==> src/rtl/pb_event_counter.sv <==
// Two-channel pushbutton event counter. Each raw button is synchronised,
// debounced and edge-detected into a one-cycle press strobe. The strobes
// drive a WIDTH-bit up/down counter with clear, load, wrap/saturate limits
// and terminal-count flags.

// One button channel: 2-flop synchroniser, debouncer, rising-edge strobe.
module pb_debounce #(
  parameter int DEBOUNCE_CYCLES = 4
) (
  input  logic clk,
  input  logic rst,
  input  logic btn,
  output logic pulse
);
  localparam int CW = (DEBOUNCE_CYCLES < 2) ? 1 : $clog2(DEBOUNCE_CYCLES + 1);
  localparam logic [CW-1:0] LAST = CW'(DEBOUNCE_CYCLES - 1);

  logic          s1, s2, stable;
  logic [CW-1:0] cnt;
  logic          flip;

  // The counter would reach DEBOUNCE_CYCLES on this edge.
  assign flip = (s2 != stable) && (cnt == LAST);

  // Bring the asynchronous button into the clk domain.
  always_ff @(posedge clk) begin
    if (rst) begin
      s1 <= 1'b0;
      s2 <= 1'b0;
    end else begin
      s1 <= btn;
      s2 <= s1;
    end
  end

  // Count consecutive cycles of disagreement; any agreement restarts the run.
  always_ff @(posedge clk) begin
    if (rst) begin
      cnt    <= '0;
      stable <= 1'b0;
      pulse  <= 1'b0;
    end else begin
      pulse <= flip && s2;
      if (s2 == stable) begin
        cnt <= '0;
      end else if (flip) begin
        stable <= s2;
        cnt    <= '0;
      end else begin
        cnt <= cnt + CW'(1);
      end
    end
  end
endmodule

module pb_event_counter #(
  parameter int WIDTH           = 8,
  parameter int MAX_COUNT       = 2**WIDTH - 1,
  parameter int DEBOUNCE_CYCLES = 4,
  parameter int SATURATE        = 0
) (
  input  logic             clk,
  input  logic             rst,
  input  logic             btn_up,
  input  logic             btn_dn,
  input  logic             clear,
  input  logic             load,
  input  logic [WIDTH-1:0] load_val,
  output logic [WIDTH-1:0] count,
  output logic             pulse_up,
  output logic             pulse_dn,
  output logic             at_max,
  output logic             at_min,
  output logic             wrapped
);
  localparam logic [WIDTH-1:0] MAXV = WIDTH'(MAX_COUNT);

  logic [1:0]       pulses;
  logic [WIDTH-1:0] load_clamped;

  // Channel 0 is up, channel 1 is down.
  pb_debounce #(.DEBOUNCE_CYCLES(DEBOUNCE_CYCLES)) u_ch [1:0] (
    .clk   (clk),
    .rst   (rst),
    .btn   ({btn_dn, btn_up}),
    .pulse (pulses)
  );

  assign pulse_up     = pulses[0];
  assign pulse_dn     = pulses[1];
  assign at_max       = (count == MAXV);
  assign at_min       = (count == '0);
  assign load_clamped = (load_val > MAXV) ? MAXV : load_val;

  // Counter update: clear > load > opposing presses cancel > up > down.
  always_ff @(posedge clk) begin
    if (rst) begin
      count   <= '0;
      wrapped <= 1'b0;
    end else begin
      wrapped <= 1'b0;
      if (clear) begin
        count <= '0;
      end else if (load) begin
        count <= load_clamped;
      end else if (pulse_up && !pulse_dn) begin
        if (count == MAXV) begin
          if (SATURATE == 0) begin
            count   <= '0;
            wrapped <= 1'b1;
          end
        end else begin
          count <= count + WIDTH'(1);
        end
      end else if (pulse_dn && !pulse_up) begin
        if (count == '0) begin
          if (SATURATE == 0) begin
            count   <= MAXV;
            wrapped <= 1'b1;
          end
        end else begin
          count <= count - WIDTH'(1);
        end
      end
    end
  end
endmodule

==> config.mk <==
export PLATFORM = sky130hd
export DESIGN_NAME = pb_event_counter
export DESIGN_NICKNAME = d
export VERILOG_FILES = /design/src/rtl/pb_event_counter.sv
export SDC_FILE = /design/constraint.sdc
export NUM_CORES = 1
export LEC_CHECK = 0
export CORE_MARGIN = 2
export CORE_UTILIZATION = 30
export DETAILED_ROUTE_END_ITERATION = 7
export PLACE_DENSITY = 0.59
export SKIP_CTS_REPAIR_TIMING = 1
export SYNTH_ARGS = -nofsm -noshare
export SYNTH_HDL_FRONTEND = slang
export SYNTH_SLANG_ARGS = --single-unit
export TNS_END_PERCENT = 100
==> constraint.sdc <==
create_clock -name clk -period 1.9 [get_ports clk]
set_input_delay 0.38 -clock clk [delete_from_list [all_inputs] [get_ports clk]]
set_output_delay 0.38 -clock clk [all_outputs]
set_load 0.01 [all_outputs]
==> run metrics <==
routability-driven placement congestion ratio=0.947; Final Skew=0.0106 ns; initial cell density of the core=30.8%; P per Cell Area=548 mW/mm²; clk root buf=clkbuf_8; crit start category=register; CORE AREA=0.00466 mm²; max cap viols=0; Worst setup endpoint=count[2]; RSZ-0062 raised after global routing=false; critical path required time=1.52 ns; Fin. Hold Viols=0; # DRC=0; clock tree buffer depth=2; worst r2r dst=count[7]$_SDFFE_PP0P_; I/O pin cnt=27; worst skew pair latency=0.27 ns; drt wl/cell=14.5 µm; syn_area_per_cell=8.85 µm²; fin area=0.00190 mm²; hold crit path type=reg -> reg; Syn Nets=183; total iterations of the first detailed-routing run=4; largest net degree at the start of global routing=15; reg-to-reg critical path startpoint=count[2]$_SDFFE_PP0P_; Pleak=0.748 nW; crit-path max FO=11; Ys Warns=0; Post-synth EDFFs=0; Post-DRT Antenna Nets=0; H-Tree Depth=1; clock sinks=23; CTS Buf Count=3; Crit Path Class=reg -> out; Primary FF master, synth=dfxtp_1; status=finished, final reports clean; headroom to the max-slew limit=65.4%; cells on worst reg2reg path=5; CP max-delay cell=clkdlybuf4s50_1; Slew @ Worst Pin=0.516 ns; vias in the first global route=1262; r2r setup slk=0.31 ns; Worst Path Arrival=1.44 ns; num rows=25; worst vdd ir=482 µV; dpl hpwl=2840 µm; Area after DPL=0.00184 mm²; CTS tree=done; ys async rst share=0%; Post-Syn Area=0.00143 mm²; Die X=73.1 µm; Critical path origin=count[2]$_SDFFE_PP0P_; setup violators final=0; post-DR vias/cell=5.29; Post-Route WL=3710 µm; die height=73.1 µm; CP max stage delay=0.55 ns; sequential share of the synthesized area=32.1%; fin crit share=95.7%; Max Clock Freq=550 MHz; gr usage total=15.1%; Final Util=40.7%; CTS clk-pin slew, worst paths=0.10 ns; die area=0.00535 mm²; dpl ws=0.0906 ns; number of nets in the layout=224; Post-Syn Instances=162; layout cells sized above 1=19.8%; post-route setup slack=0.0818 ns; initial antenna violation count=0; ant diodes=0; Final Max Slew Viols=0; Yosys reg bits=23; setup_tns=0 ns; min Tclk post-route=1.82 ns; Yosys cell types=54; Initial DRC Count=113; Area growth syn-to-layout=32.4%; input/output buffers=26; first-pass GRT wire length=6230 µm; grt total ovfl=0; CP Cell Sequence=buf_4, clkdlybuf4s50_1; Worst Setup End Kind=primary output; routed vias=1354
==> worst min-delay path by stage <==
stage                                    from                        end  slack [ns]  cells after the start
floorplan           u_ch[0].cnt[0]$_SDFF_PP0_  u_ch[0].cnt[0]$_SDFF_PP0_        0.40                      1
global placement    u_ch[1].cnt[0]$_SDFF_PP0_  u_ch[1].cnt[0]$_SDFF_PP0_        0.41                      1
detailed placement  u_ch[1].cnt[0]$_SDFF_PP0_  u_ch[1].cnt[0]$_SDFF_PP0_        0.41                      1
CTS                 u_ch[1].cnt[0]$_SDFF_PP0_  u_ch[1].cnt[0]$_SDFF_PP0_        0.43                      1
global route        u_ch[0].cnt[0]$_SDFF_PP0_  u_ch[0].cnt[0]$_SDFF_PP0_        0.45                      1
finish              u_ch[1].cnt[0]$_SDFF_PP0_  u_ch[1].cnt[0]$_SDFF_PP0_        0.42                      1
==> placed cells by master, fill, tap and decap left out, drive strengths merged, types with 4 or more instances in the layout <==
master          n
nand3           5
a21oi           6
ha              7
dfxtp          23
inv            11
nor2b           5
nor4            4
nand2           7
buf            22
clkdlybuf4s50  24
nor3            6
o221ai          4
mux2i           5
nor2           15
==> stage by stage <==
step / hold WS (ns) / total power, mW / instances
floorplan: 0.399 / 0.632 / 162
global placement: 0.412 / 0.726 / 252
detailed placement: 0.413 / 0.727 / 252
CTS: 0.427 / 1.05 / 256
global route: 0.449 / 1.09 / 256
finish: 0.421 / 1.04 / 256
==> layer usage <==
metal	GRT usage [%]	vias up	wire length, µm	part of all wire [%]
li1	-	675	-	-
met1	19.6	622	1590	43
met2	25.0	53	1730	47
met3	4.42	4	358	9.7
met4	2.67	0	27	0.73
met5	0	-	0	0
==> registers in the layout, indices dropped and copies added (netlist names) <==
name / count
wrapped: 1
u_ch.s2: 2
u_ch.pulse: 2
u_ch.stable: 2
u_ch.cnt: 6
u_ch.s1: 2
count: 8
==> cells in the mapped netlist, types with 3 or more instances <==
master | instances | area, µm²
a31oi_1 | 3 | 18.8
buf_6 | 4 | 45.0
mux2i_1 | 5 | 50.1
inv_1 | 9 | 33.8
o221ai_1 | 4 | 35.0
o31ai_1 | 3 | 22.5
nor4_1 | 3 | 18.8
o21ai_0 | 3 | 15.0
dfxtp_1 | 23 | 460
nand2_1 | 7 | 26.3
ha_1 | 7 | 87.6
nor2_1 | 15 | 56.3
nor3_1 | 5 | 25.0
a21oi_1 | 6 | 30.0
nand3_1 | 4 | 20.0
o211ai_1 | 3 | 22.5
nand2b_1 | 3 | 18.8
nor2b_1 | 5 | 31.3
==> where the power goes <==
group	total [mW]	switching, mW	internal, mW
Combinational	0.207	0.0950	0.112
Clock	0.325	0.176	0.149
Sequential	0.508	0.0132	0.495
==> cell families (layout without fill, tap and decap cells) <==
family	after synthesis	after routing	synth area share [%]
flops	23	23	32.1
compound gates	41	41	22.6
buf+inv	23	63	8.90
simple gates	60	60	24.4
fa+ha+maj	7	7	6.11
xor+xnor	3	3	2.36
mux	5	5	3.49
==> layout make-up <==
| cell class | instances | area [µm²] |
|---|---|---|
| Tap cell | 54 | 67.6 |
| Fill cell | 472 | 2760 |
| Inverter | 11 | 41.3 |
| Sequential cell | 23 | 464 |
| Timing Repair Buffer | 48 | 430 |
| Clock buffer | 3 | 41.3 |
| Multi-Input combinational cell | 116 | 846 |
| Clock inverter | 1 | 7.51 |
==> critical path, delay by kind of cell, from the launching register on <==
kind	cells	cell delay, ns
flip-flops	1	0.41
buffers and inverters	2	0.76
No activity file was read; power rests on OpenSTA's default activity.
